### config.mk
export PLATFORM = sky130hd
export DESIGN_NAME = evm_ballot_controller_flat
export DESIGN_NICKNAME = d
export VERILOG_FILES = /design/src/rtl/evm_ballot_controller_if.sv /design/src/rtl/evm_ballot_controller.sv /design/src/flat_wrapper.sv
export SDC_FILE = /design/constraint.sdc
export NUM_CORES = 1
export LEC_CHECK = 0
export CAP_MARGIN = 20
export CORE_ASPECT_RATIO = 0.7
export CORE_MARGIN = 1
export CORE_UTILIZATION = 25
export DETAILED_ROUTE_END_ITERATION = 10
export PLACE_DENSITY_LB_ADDON = 0.08
export SYNTH_ARGS = -nofsm -noshare
export SYNTH_HDL_FRONTEND = slang
export SYNTH_SLANG_ARGS = --single-unit
export TNS_END_PERCENT = 30
### constraint.sdc
create_clock -name clk -period 1.9 [get_ports clk]
set_input_delay 0.38 -clock clk [delete_from_list [all_inputs] [get_ports clk]]
set_output_delay 0.38 -clock clk [all_outputs]
set_load 0.05 [all_outputs]
### src/rtl/evm_ballot_controller_if.sv
// ---------------------------------------------------------------------------
// evm_ballot_controller_if
//   Groups the ballot controller's voter/officer inputs and its ballot/status
//   outputs into one bundle. The clock and reset stay outside it as plain
//   ports on the controller.
//
//   Inputs to the controller (driven through the master modport):
//     voting_en     global enable; low aborts a ballot in progress
//     arm           officer release, sampled in IDLE
//     close_poll    ends the poll (absorbing until reset)
//     voter_switch  4-bit party select, must be one-hot at press
//     Push_Button   raw asynchronous voter button
//   Outputs from the controller (driven through the slave modport):
//     vote_strobe   one-cycle pulse per accepted ballot
//     vote_party    one-hot party, non-zero only while vote_strobe is high
//     ballot_ready  high while a ballot is armed
//     err_invalid   one-cycle pulse on a press with a non-one-hot select
//     err_timeout   one-cycle pulse when an armed ballot times out
//     poll_full     total_cast has reached the cap
//     poll_closed   poll has been closed
//     total_cast    accepted-ballot count
// ---------------------------------------------------------------------------
interface evm_ballot_controller_if;
  logic       voting_en;
  logic       arm;
  logic       close_poll;
  logic [3:0] voter_switch;
  logic       Push_Button;

  logic       vote_strobe;
  logic [3:0] vote_party;
  logic       ballot_ready;
  logic       err_invalid;
  logic       err_timeout;
  logic       poll_full;
  logic       poll_closed;
  logic [6:0] total_cast;

  modport master (
    output voting_en, arm, close_poll, voter_switch, Push_Button,
    input  vote_strobe, vote_party, ballot_ready, err_invalid, err_timeout,
           poll_full, poll_closed, total_cast
  );

  modport slave (
    input  voting_en, arm, close_poll, voter_switch, Push_Button,
    output vote_strobe, vote_party, ballot_ready, err_invalid, err_timeout,
           poll_full, poll_closed, total_cast
  );
endinterface

### src/rtl/evm_ballot_controller.sv
// ---------------------------------------------------------------------------
// evm_ballot_controller
//   Sequences one ballot at a time for a 4-party vote counter bank. The raw
//   voter button is synchronized and debounced; an officer must arm each
//   ballot; the party select must be one-hot at the press; an armed ballot
//   times out; the total number of accepted ballots is capped. Each accepted
//   ballot produces exactly one single-cycle vote_strobe with a one-hot
//   vote_party.
//
//   Ports:
//     clk    system clock, rising edge
//     reset  asynchronous active-high reset, clears all state
//     bus    evm_ballot_controller_if.slave (see the interface file)
//
//   Parameters:
//     DEBOUNCE_CYCLES  cycles the synced button must differ before the
//                      debounced level follows it (>= 2)
//     TIMEOUT_CYCLES   cycles allowed in ARMED before abandoning (>= 1)
//     MAX_TOTAL        cap on accepted ballots (<= 127)
// ---------------------------------------------------------------------------
module evm_ballot_controller #(
  parameter int DEBOUNCE_CYCLES = 4,
  parameter int TIMEOUT_CYCLES  = 1000,
  parameter int MAX_TOTAL       = 127
) (
  input logic                    clk,
  input logic                    reset,
  evm_ballot_controller_if.slave bus
);

  localparam int DB_W = $clog2(DEBOUNCE_CYCLES);
  localparam int TM_W = $clog2(TIMEOUT_CYCLES) + 1;

  typedef enum logic [2:0] {
    ST_IDLE   = 3'd0,
    ST_ARMED  = 3'd1,
    ST_CAST   = 3'd2,
    ST_DONE   = 3'd3,
    ST_CLOSED = 3'd4
  } state_t;

  // -------------------------------------------------------------------------
  // Button path: 2-flop synchronizer followed by a debounce counter.
  // -------------------------------------------------------------------------
  logic            sync1_q, sync2_q;
  logic            deb_q, deb_d;
  logic [DB_W-1:0] db_cnt_q, db_cnt_d;
  logic            deb_flip;
  logic            press;

  always_comb begin
    deb_d    = deb_q;
    db_cnt_d = '0;
    deb_flip = 1'b0;
    if (sync2_q != deb_q) begin
      if (db_cnt_q == DB_W'(DEBOUNCE_CYCLES - 1)) begin
        // This is the DEBOUNCE_CYCLES-th consecutive differing cycle.
        deb_d    = sync2_q;
        deb_flip = 1'b1;
      end else begin
        db_cnt_d = db_cnt_q + 1'b1;
      end
    end
  end

  // The press pulse is asserted in the cycle whose edge raises the debounced
  // level, so the FSM acts on the press at the same edge the level changes.
  // That makes a raw rise reach CAST DEBOUNCE_CYCLES+2 edges later.
  assign press = deb_flip & sync2_q;

  always_ff @(posedge clk or posedge reset) begin
    if (reset) begin
      sync1_q  <= 1'b0;
      sync2_q  <= 1'b0;
      deb_q    <= 1'b0;
      db_cnt_q <= '0;
    end else begin
      sync1_q  <= bus.Push_Button;
      sync2_q  <= sync1_q;
      deb_q    <= deb_d;
      db_cnt_q <= db_cnt_d;
    end
  end

  // -------------------------------------------------------------------------
  // Ballot FSM.
  // -------------------------------------------------------------------------
  state_t          state_q, state_d;
  logic [TM_W-1:0] timer_q, timer_d;
  logic [6:0]      total_q, total_d;
  logic            strobe_q, strobe_d;
  logic [3:0]      party_q, party_d;
  logic            err_inv_q, err_inv_d;
  logic            err_to_q, err_to_d;
  // Remembers a close request that arrived during CAST so DONE can act on it.
  logic            close_pend_q, close_pend_d;

  logic            poll_full;
  logic            sel_onehot;

  assign poll_full  = (total_q == 7'(MAX_TOTAL));
  assign sel_onehot = (bus.voter_switch != 4'b0000) &&
                      ((bus.voter_switch & (bus.voter_switch - 4'd1)) == 4'b0000);

  always_comb begin
    state_d      = state_q;
    timer_d      = timer_q;
    total_d      = total_q;
    strobe_d     = 1'b0;
    party_d      = 4'b0000;
    err_inv_d    = 1'b0;
    err_to_d     = 1'b0;
    close_pend_d = close_pend_q;

    unique case (state_q)
      ST_IDLE: begin
        if (bus.close_poll) begin
          state_d = ST_CLOSED;
        end else if (bus.arm && bus.voting_en && !poll_full) begin
          state_d = ST_ARMED;
          timer_d = '0;
        end
      end

      ST_ARMED: begin
        if (bus.close_poll) begin
          state_d = ST_CLOSED;
        end else if (!bus.voting_en) begin
          state_d = ST_IDLE;
        end else if (press) begin
          // A press outranks a timeout falling on the same cycle.
          if (sel_onehot) begin
            state_d  = ST_CAST;
            strobe_d = 1'b1;
            party_d  = bus.voter_switch;
          end else begin
            err_inv_d = 1'b1;
            timer_d   = '0;
          end
        end else if (timer_q == TM_W'(TIMEOUT_CYCLES - 1)) begin
          state_d  = ST_IDLE;
          err_to_d = 1'b1;
        end else begin
          timer_d = timer_q + 1'b1;
        end
      end

      ST_CAST: begin
        // The strobe is high throughout this state; the count advances at
        // the edge that ends it, matching the external counters.
        if (bus.close_poll) begin
          close_pend_d = 1'b1;
        end
        if (total_q != 7'(MAX_TOTAL)) begin
          total_d = total_q + 7'd1;
        end
        state_d = ST_DONE;
      end

      ST_DONE: begin
        if (bus.close_poll || close_pend_q) begin
          state_d = ST_CLOSED;
        end else if (!deb_q) begin
          state_d = ST_IDLE;
        end
      end

      ST_CLOSED: begin
        state_d = ST_CLOSED;
      end

      default: begin
        state_d = ST_IDLE;
      end
    endcase
  end

  always_ff @(posedge clk or posedge reset) begin
    if (reset) begin
      state_q      <= ST_IDLE;
      timer_q      <= '0;
      total_q      <= 7'd0;
      strobe_q     <= 1'b0;
      party_q      <= 4'b0000;
      err_inv_q    <= 1'b0;
      err_to_q     <= 1'b0;
      close_pend_q <= 1'b0;
    end else begin
      state_q      <= state_d;
      timer_q      <= timer_d;
      total_q      <= total_d;
      strobe_q     <= strobe_d;
      party_q      <= party_d;
      err_inv_q    <= err_inv_d;
      err_to_q     <= err_to_d;
      close_pend_q <= close_pend_d;
    end
  end

  assign bus.vote_strobe  = strobe_q;
  assign bus.vote_party   = party_q;
  assign bus.err_invalid  = err_inv_q;
  assign bus.err_timeout  = err_to_q;
  assign bus.ballot_ready = (state_q == ST_ARMED);
  assign bus.poll_closed  = (state_q == ST_CLOSED);
  assign bus.poll_full    = poll_full;
  assign bus.total_cast   = total_q;

endmodule

### src/flat_wrapper.sv
// flat-port wrapper written by rule: the top's interface ports become plain ports
module evm_ballot_controller_flat 
#(
  parameter int DEBOUNCE_CYCLES = 4,
  parameter int TIMEOUT_CYCLES  = 1000,
  parameter int MAX_TOTAL       = 127
)
  (clk, reset, bus_voting_en, bus_arm, bus_close_poll, bus_voter_switch, bus_Push_Button, bus_vote_strobe, bus_vote_party, bus_ballot_ready, bus_err_invalid, bus_err_timeout, bus_poll_full, bus_poll_closed, bus_total_cast);
  evm_ballot_controller_if bus_i ();
  input logic clk;
  input logic reset;
  input wire logic [$bits(bus_i.voting_en)-1:0] bus_voting_en;
  input wire logic [$bits(bus_i.arm)-1:0] bus_arm;
  input wire logic [$bits(bus_i.close_poll)-1:0] bus_close_poll;
  input wire logic [$bits(bus_i.voter_switch)-1:0] bus_voter_switch;
  input wire logic [$bits(bus_i.Push_Button)-1:0] bus_Push_Button;
  output wire logic [$bits(bus_i.vote_strobe)-1:0] bus_vote_strobe;
  output wire logic [$bits(bus_i.vote_party)-1:0] bus_vote_party;
  output wire logic [$bits(bus_i.ballot_ready)-1:0] bus_ballot_ready;
  output wire logic [$bits(bus_i.err_invalid)-1:0] bus_err_invalid;
  output wire logic [$bits(bus_i.err_timeout)-1:0] bus_err_timeout;
  output wire logic [$bits(bus_i.poll_full)-1:0] bus_poll_full;
  output wire logic [$bits(bus_i.poll_closed)-1:0] bus_poll_closed;
  output wire logic [$bits(bus_i.total_cast)-1:0] bus_total_cast;
  assign bus_i.voting_en = bus_voting_en;
  assign bus_i.arm = bus_arm;
  assign bus_i.close_poll = bus_close_poll;
  assign bus_i.voter_switch = bus_voter_switch;
  assign bus_i.Push_Button = bus_Push_Button;
  assign bus_vote_strobe = bus_i.vote_strobe;
  assign bus_vote_party = bus_i.vote_party;
  assign bus_ballot_ready = bus_i.ballot_ready;
  assign bus_err_invalid = bus_i.err_invalid;
  assign bus_err_timeout = bus_i.err_timeout;
  assign bus_poll_full = bus_i.poll_full;
  assign bus_poll_closed = bus_i.poll_closed;
  assign bus_total_cast = bus_i.total_cast;
  evm_ballot_controller #(.DEBOUNCE_CYCLES(DEBOUNCE_CYCLES), .TIMEOUT_CYCLES(TIMEOUT_CYCLES), .MAX_TOTAL(MAX_TOTAL)) u_core (.clk(clk), .reset(reset), .bus(bus_i));
endmodule
**Yosys cells after proc, flatten, opt, wreduce, memory -nomap -nowiden**

Cells that the tools add are included.
Widths: inputs -> output; s select.

- Flip-flop bits (word level): 34
- Input bits: 10
- Output and inout bits: 17
- Logic and storage cells: 93

- $add $sub $neg: 4
- Eq/ne operators: 19
- Muxes and demuxes: 42
- Bitwise gates (word level): 2
- Reductions and logical operators: 14

Operators by type and width:

| operator | count |
|---|---|
| $mux 11 | 7 |
| $mux 3 | 9 |
| $pmux 11 s2 | 1 |
| $mux 4 | 5 |
| $mux 1 | 17 |
| $pmux 3 s5 | 1 |
| $add 11x1->11 const B | 1 |
| $eq 11x10->1 const B | 1 |
| $add 7x1->7 const B | 1 |
| $eq 7x7->1 const B | 1 |
| $ne 7x7->1 const B | 1 |
| $reduce_and 7->1 | 1 |
| $eq 3x2->1 const B | 2 |
| $ne 2x2->1 const B | 3 |
| $ne 3x2->1 const B | 2 |
| $ne 3x3->1 const B | 2 |
| $reduce_and 2->1 | 3 |
| $ne 5x3->1 const B | 1 |
| $ne 5x5->1 const B | 1 |
| $and 4x4->4 | 1 |
| $logic_not 4->1 | 1 |
| $mux 2 | 2 |
| $reduce_and 4->1 | 1 |
| $reduce_bool 4->1 | 1 |
| other kinds (13) | 15 |

**Longest topological paths before layout**

Gate-level depths: netlist of run 1.

- Word-level depth: 9
- Gate-level depth with buffers: 7
- Mapped depth without buffers: 6

**Worst setup path before layout of run 1**

Ideal clock, no wire load.

- Kind: register to output
- Start point: reg u_core.state_q[1]
- End point: out bus_poll_closed
- Data arrival time: 1.718 ns
- Data required time: 1.520 ns
- Setup slack: -0.198 ns
- Stages on the path, launching flop included: 3
- Cell sequence: dfrtp_1 > clkbuf_1 > nor3b_1

- Cells in the longest elaborated chain, start to end: 1

Ends and longest elaborated chain:

| element | line | text |
|---|---|---|
| start: declaration | evm_ballot_controller.sv:88 | `state_t state_q, state_d;` |
| start signal: assignment | evm_ballot_controller.sv:189 | `state_q <= state_d;` |
| $eq 3x3->1 | evm_ballot_controller.sv:205 | `assign bus.poll_closed = (state_q == ST_CLOSED);` |
| end: declaration | flat_wrapper.sv:23 | `output wire logic [$bits(bus_i.poll_closed)-1:0] bus_poll_closed;` |

Every way passes these cells.

**Final worst setup path of run 1**

- Start point: reg u_core.timer_q[10]
- End point: reg u_core.timer_q[1]

- Cells in the longest elaborated chain, start to end: 3

Ends and longest elaborated chain:

| element | line | text |
|---|---|---|
| start: declaration | evm_ballot_controller.sv:89 | `logic [TM_W-1:0] timer_q, timer_d;` |
| start signal: assignment | evm_ballot_controller.sv:190 | `timer_q <= timer_d;` |
| $eq 11x10->1 | evm_ballot_controller.sv:140 | `end else if (timer_q == TM_W'(TIMEOUT_CYCLES - 1)) begin` |
| $ne 3x2->1 (no source line) | n/a |  |
| $reduce_and 7->1 (no source line) | n/a |  |

Every way passes these cells.
A chain may end at the register's enable or synchronous reset.

==> implementation parameters, run 1 <==
Parameter                              Value

Run status
  Status    complete, no violations

Floorplanning
  Number of cell rows    24
  Die Span X    roughly 100 um
  I/O pin count    27
  CORE AREA    between 0.006 and 0.007 mm2
  Die Footprint    approximately 0.0069 mm2
  Floorplan die height    between 60 and 70 um
  Initial core utilization    26.1%

Timing
  Worst slew margin    between 60% and 70%
  F_max    roughly 540 MHz
  Shortest period the worst path allows    roughly 1.8 ns
  Setup repair after global routing missed its margin    no
  Total setup violations reported at the end of the flow    0
  Worst-margin pin slew    slightly above 0.5 ns
  Setup Skew    0.00584 ns
  Crit share post-route    a little over nine tenths
  Hold Violations, Final    0
  Pins over their slew limit    0
  Worst hold margin    0.352 ns
  Final worst setup slack    0.0522 ns

Pwr
  IR drop worst, VDD    about 0.38 mV
  Tot Pwr    1690 uW
  Pwr Density    718 mW/mm2
  Lkg Pwr    roughly 0.0011 uW

Layout
  Util after Layout    between 30 and 40%
  Final std cells w/o fill    roughly 290
  Antenna Cells    0
  Nets    220
  Area Overhead vs Synth    43.7%
  Proportion of layout cells with a drive suffix above 1    between 30% and 40%

Placed design
  Number of cells after detailed placement    277
  Buffers on Ports    26
  HPWL after detailed placement    around 3.0 mm
  Placement-stage worst setup slack    -0.440 ns
  Final weighted congestion of routability-driven global placement    a little under 0.8

CTS
  CTS root buf    sky130_fd_sc_hd__clkbuf_8
  Clock Path Buffers    2
  H-tree levels    2
  CTS clk-pin slew, worst paths    0.07 ns
  Hold bufs inserted after CTS    0
  Clock sink total    34
  Clock latency of the later-clocked register in the worst-skew pair    about 0.28 ns
  CTS tree    done
  Total clock buffers created by CTS    5

Yosys
  Commonest cells post-synth    sky130_fd_sc_hd__dfrtp_1, sky130_fd_sc_hd__nand2_1, sky130_fd_sc_hd__a21oi_1, sky130_fd_sc_hd__nor2_1, sky130_fd_sc_hd__nand3_1
  Total number of yosys warnings    0
  Number of instances in the synthesized netlist    ~160
  Synthesized netlist net count    168
  Ys async rst share    100%
  Fraction of post-synthesis cell area in the top cell type by area    52.0%
  Cell with the most instances after synthesis    sky130_fd_sc_hd__dfrtp_1
  Number of library cell types mapped by synthesis    between 40 and 50
  Number of flops mapped to enable cells by yosys    0
  Mapped Avg Cell Area    ~11 um2
  Synth area leaders    sky130_fd_sc_hd__dfrtp_1, sky130_fd_sc_hd__xnor2_1, sky130_fd_sc_hd__nand2_1
  Biggest area consumer among synthesized cells    sky130_fd_sc_hd__dfrtp_1
  Number of register bits inferred by synthesis    34
  Post-Syn Area    0.00164 mm2
  Prevailing post-synth register cell    sky130_fd_sc_hd__dfrtp_1
  Share of the yosys chip area belonging to registers    between 50% and 60%

Route
  Residual DRC count    0
  First drt pass iteration count    4
  Detail Route met2 WL    about 1.7 mm
  Sum of routed wire length over all layers    around 4.1 mm
  Vias per cell    around 4.7
  Uppermost signal routing layer after detailed routing    met4
  Vias after detailed routing    roughly 1400
  Post-route antenna net violation count    0
  Detailed-route wire length per cell    between 10 and 15 um
  Detailed Route Iter0 Violations    85
  Met3 wire len    between 200 and 250 um
  Wire length on met1    roughly 2.1 mm

Global routing
  Largest net degree at the start of global routing    35
  Overall global routing resource usage    12.5%
  Antenna violations before repair    0
  Global-route wire length before repair    around 6.6 mm
  Total congestion overflow after global routing    0
  Via count of the first global-routing pass    around 1300

Setup path
  CP Launch Type    flop
  Worst setup path category    flop to flop
  Arrival time at the worst endpoint    between 2 and 2.5 ns
  Max FO, Critical Path    8
  Kind of end point of the critical path    flop
  Critical path data required time    2.07 ns

Flow run
  Max-cap violation count    0

Min path
  Class of the tightest hold or removal check    flop to flop
==> worst max-delay path, stage by stage (launching register included) <==
cell and delay, ns:
sky130_fd_sc_hd__dfrtp_1 0.39, sky130_fd_sc_hd__or4b_4 0.55, sky130_fd_sc_hd__or3_4 0.36, sky130_fd_sc_hd__and3_4 0.21
sky130_fd_sc_hd__a22o_1 0.23
==> path summary, 6_finish.rpt <==
check / to / cells past startpoint / from / slack [ns]
hold reg to reg: u_core.sync2_q$_DFF_PP0_ / 0 / u_core.sync1_q$_DFF_PP0_ / 0.35
setup / recovery: u_core.timer_q[1]$_DFFE_PP0P_ / 4 / u_core.timer_q[10]$_DFFE_PP0P_ / 0.05
hold / removal: u_core.sync2_q$_DFF_PP0_ / 0 / u_core.sync1_q$_DFF_PP0_ / 0.35
setup reg to reg: u_core.timer_q[1]$_DFFE_PP0P_ / 4 / u_core.timer_q[10]$_DFFE_PP0P_ / 0.05
max in group asynchronous: u_core.bus.total_cast[3]$_DFFE_PP0P_ / 3 / reset / 1.03
min in group asynchronous: u_core.bus.vote_party[2]$_DFF_PP0_ / 3 / reset / 0.51
==> where the power goes <==
| group | switching (uW) | internal, uW |
|---|---|---|
| Clock | 249 | 288 |
| Combinational | 147 | 172 |
| Sequential | 46.2 | 785 |
==> flip-flops by register name (all words and copies together), names as in the netlist, 2 cells and up <==
signal,flops
u_core.state_q,3
u_core.db_cnt_q,2
u_core.timer_q,11
u_core.bus.vote_party,4
u_core.bus.total_cast,7
==> routing by layer <==
metal,GRT usage [%],vias to the layer above
li1,-,663
met1,18.3,643
met2,17.4,42
met3,3.83,2
met4,3.65,0
met5,0,-
==> through the flow <==
stage                     cell area (um2)  setup TNS, ns
final                                2350              0
after global routing                 2350              0
after CTS                            2300         -0.169
after detailed placement             2160          -5.95
after global placement               2160          -5.61
after floorplan                      1670         -0.227
==> cells in the final DEF, fill, tap and decap left out, types with 2 or more instances in the layout <==
master,instances
sky130_fd_sc_hd__o21a_1,3
sky130_fd_sc_hd__or4b_4,3
sky130_fd_sc_hd__a22o_1,2
sky130_fd_sc_hd__dlymetal6s2s_1,3
sky130_fd_sc_hd__buf_12,3
sky130_fd_sc_hd__clkbuf_8,6
sky130_fd_sc_hd__ha_1,2
sky130_fd_sc_hd__and2_1,6
sky130_fd_sc_hd__nand3_1,6
sky130_fd_sc_hd__a21oi_1,9
sky130_fd_sc_hd__xnor2_1,6
sky130_fd_sc_hd__o211ai_1,2
sky130_fd_sc_hd__nand2b_1,3
sky130_fd_sc_hd__dfrtp_1,31
sky130_fd_sc_hd__buf_4,29
sky130_fd_sc_hd__nand4_1,3
sky130_fd_sc_hd__nor2_1,9
sky130_fd_sc_hd__clkdlybuf4s50_1,12
sky130_fd_sc_hd__a31oi_1,3
sky130_fd_sc_hd__nor3_1,3
sky130_fd_sc_hd__nand3_2,2
sky130_fd_sc_hd__nand2_1,16
sky130_fd_sc_hd__a21o_1,3
sky130_fd_sc_hd__dfrtp_2,3
sky130_fd_sc_hd__and3_1,2
sky130_fd_sc_hd__a21oi_2,2
sky130_fd_sc_hd__inv_1,2
==> cells by family (layout without fill, tap and decap cells) <==
kind of cell / count (synthesis) / in the layout / synth area share, %
flip-flops: 34 / 34 / 52.0
AND/OR/NAND/NOR: 67 / 67 / 23.6
XOR/XNOR: 8 / 8 / 4.28
adder cells (fa/ha/maj): 3 / 3 / 2.29
AO/OA/AOI/OAI: 35 / 35 / 14.7
multiplexers: 2 / 2 / 1.30
buffers and inverters: 6 / 58 / 1.83
==> timing repair <==
item	4_1_cts	5_1_grt
resized for setup	11	13
endpoints found under the setup margin	17	14
pin swaps	3	4
buffers inserted	2	0
hold endpoints to repair	0	0
==> final cells by class <==
cell class	instances	area [um2]
multi-input cells	115	857
fillers	631	3930
well taps	78	97.6
clock buffers	7	86.3
inverters	3	11.3
flip-flops and latches	34	855
repair buffers	48	444
No activity file was read; power rests on OpenSTA's default activity.
==> run 2: changes to the inputs <==
--- a/config.mk
+++ b/config.mk
@@ -10,7 +10,8 @@
 export CORE_MARGIN = 1
 export CORE_UTILIZATION = 25
 export DETAILED_ROUTE_END_ITERATION = 10
-export PLACE_DENSITY_LB_ADDON = 0.08
+export PLACE_DENSITY_LB_ADDON = 0.12
+export SKIP_CTS_REPAIR_TIMING = 1
 export SYNTH_ARGS = -nofsm -noshare
 export SYNTH_HDL_FRONTEND = slang
 export SYNTH_SLANG_ARGS = --single-unit
==> run 2 against run 1 <==
Clock skew grew 0.0052 ns; highest routed layer unchanged; fmax shrank 0.11%; hold slack lost 0.0011 ns; wire length grew 2.0%.
==> implementation parameters, run 2 (synthesis results as in run 1) <==
Parameter                              Value

Global routing
  GR Layer Usage met1    between 10% and 20%
  Antenna violations before repair    0
  Global-route wire length before repair    roughly 6.7 mm
  Met3 usage in global routing    3.63%
  Total congestion overflow after global routing    0
  Overall global routing resource usage    about an eighth
  Layer with the highest usage after global routing    met2
  Via count of the first global-routing pass    approximately 1400
  Global-route track usage on met2    a little under a fifth
  Largest net degree at the start of global routing    35

Setup path
  Setup slack, reg-to-reg    approximately 0.050 ns
  Arrival time at the worst endpoint    roughly 2.0 ns
  Reg-to-reg critical path endpoint    u_core.timer_q[1]$_DFFE_PP0P_
  Largest stage delay on the critical path    0.56 ns
  Beginning of the worst register-to-register path    u_core.timer_q[4]$_DFFE_PP0P_
  CP Cell Sequence    or4b_4 -> or3_4 -> and3_4 -> a22o_1
  Worst path bufs/invs    0
  CP Launch Type    flop
  Depth of the most critical reg-to-reg path    4
  Max FO, Critical Path    8
  Kind of end point of the critical path    flop
  Cell with the largest stage delay on the worst path    sky130_fd_sc_hd__or4b_4
  Critical path data required time    approximately 2.1 ns
  CP top delay family    simple AND/OR/NAND/NOR gates
  Worst setup path category    flop to flop

Floorplanning
  Die Footprint    0.00688 mm2
  CORE AREA    0.00628 mm2
  I/O pin count    27
  Die Span X    98.7 um
  Initial core utilization    26.1%
  Number of cell rows    24
  Floorplan die height    around 70 um

Layout
  Largest register FFs    11
  Nets    221
  Util after Layout    38.2%
  Register Area    855 um2
  Number of inserted filler cells in the final layout    a little over 600
  Proportion of layout cells with a drive suffix above 1    about a third
  Biggest register    u_core.timer_q
  Most frequent cells in the layout    sky130_fd_sc_hd__dfrtp_1, sky130_fd_sc_hd__buf_4, sky130_fd_sc_hd__nand2_1
  Antenna Cells    0
  Area Overhead vs Synth    46.6%
  Leading cell type in the layout, fill and taps excluded    sky130_fd_sc_hd__dfrtp_1
  Multi-input combinational cell area    873 um2

Route
  Post-route antenna net violation count    0
  Vias per cell    between 4 and 5
  Detailed-route wire length per cell    approximately 14 um
  Sum of routed wire length over all layers    4.16 mm
  First drt pass iteration count    4
  Detailed Route Iter0 Violations    62
  Residual DRC count    0
  Vias after detailed routing    approximately 1400

CTS
  Clock latency of the later-clocked register in the worst-skew pair    between 0.2 and 0.3 ns
  CTS tree    done
  CTS clk-pin slew, worst paths    ~0.070 ns
  Clock Path Buffers    2
  CTS root buf    sky130_fd_sc_hd__clkbuf_8
  H-tree levels    2
  Total clock buffers created by CTS    5
  Clock sink total    34

Timing
  Setup Skew    between 0.01 and 0.015 ns
  Total negative slack for setup checks    0 ns
  F_max    ~540 MHz
  Crit share post-route    between 90% and 100%
  Worst slew margin    66.3%
  Pins over their slew limit    0
  Total setup violations reported at the end of the flow    0
  Shortest period the worst path allows    approximately 1.8 ns
  Worst-margin pin slew    between 0.5 and 0.6 ns
  Setup repair after global routing missed its margin    no
  Hold Violations, Final    0

Pwr
  Lkg Pwr    0.00109 uW
  Pwr Density    757 mW/mm2
  IR drop worst, VDD    between 0.3 and 0.4 mV

Run status
  Status    complete, no violations

Min path
  Hold Path End    u_core.sync2_q$_DFF_PP0_
  Worst min-delay path startpoint    u_core.sync1_q$_DFF_PP0_
  Cell depth of the worst min-delay path    0
  Class of the tightest hold or removal check    flop to flop

Placed design
  Final weighted congestion of routability-driven global placement    ~0.78
  Buffers on Ports    26
  HPWL after detailed placement    roughly 2.9 mm

Flow run
  Max-cap violation count    0
==> run 2: cell type report <==
cell class              count  share of cell area [%]
flip-flops and latches     34                    35.6
clock inverters             1                    1.25
inverters                   3                   0.469
multi-input cells         115                    36.4
well taps                  78                    4.07
repair buffers             49                    19.0
clock buffers               7                    3.18
==> run 2: how the worst max path moves through the flow <==
| stage | slack, ns | to | start | cells past startpoint |
|---|---|---|---|---|
| final | 0.05 | u_core.timer_q[1]$_DFFE_PP0P_ | u_core.timer_q[4]$_DFFE_PP0P_ | 4 |
| after floorplan | -0.06 | u_core.timer_q[9]$_DFFE_PP0P_ | u_core.state_q[1]$_DFFE_PP0P_ | 6 |
| after CTS | -0.13 | bus_poll_full | u_core.bus.total_cast[0]$_DFFE_PP0P_ | 5 |
| after global placement | -0.38 | u_core.timer_q[10]$_DFFE_PP0P_ | bus_voter_switch[3] | 6 |
| after global routing | 0.006 | bus_poll_full | u_core.bus.total_cast[0]$_DFFE_PP0P_ | 5 |
| after detailed placement | -0.43 | u_core.timer_q[10]$_DFFE_PP0P_ | bus_voter_switch[3] | 6 |
==> run 2: metal layers <==
metal  vias to the layer above  wire, um
li1                        668         -
met1                       675      2100
met2                        42      1790
met3                         8       181
met4                         0        78
met5                         -         0
==> run 2: metrics by stage <==
stage                     hold WS (ns)  std cells  total power (uW)  instance area [um2]  setup slack, ns
after global routing             0.374        287              1910                 2400          0.00600
after floorplan                  0.331        155               999                 1670          -0.0639
after detailed placement         0.337        277              1130                 2160           -0.427
final                            0.351        287              1820                 2400           0.0502
after global placement           0.334        277              1120                 2160           -0.377
after CTS                        0.354        285              1810                 2270           -0.127
==> run 2: power by group <==
| part | total (uW) | leakage, uW | switching [uW] | internal, uW |
|---|---|---|---|---|
| Combinational | 315 | 0.000592 | 149 | 167 |
| Sequential | 834 | 0.000445 | 48.8 | 785 |
| Clock | 667 | 0.0000524 | 274 | 393 |
| Total | 1820 | 0.00109 | 472 | 1340 |
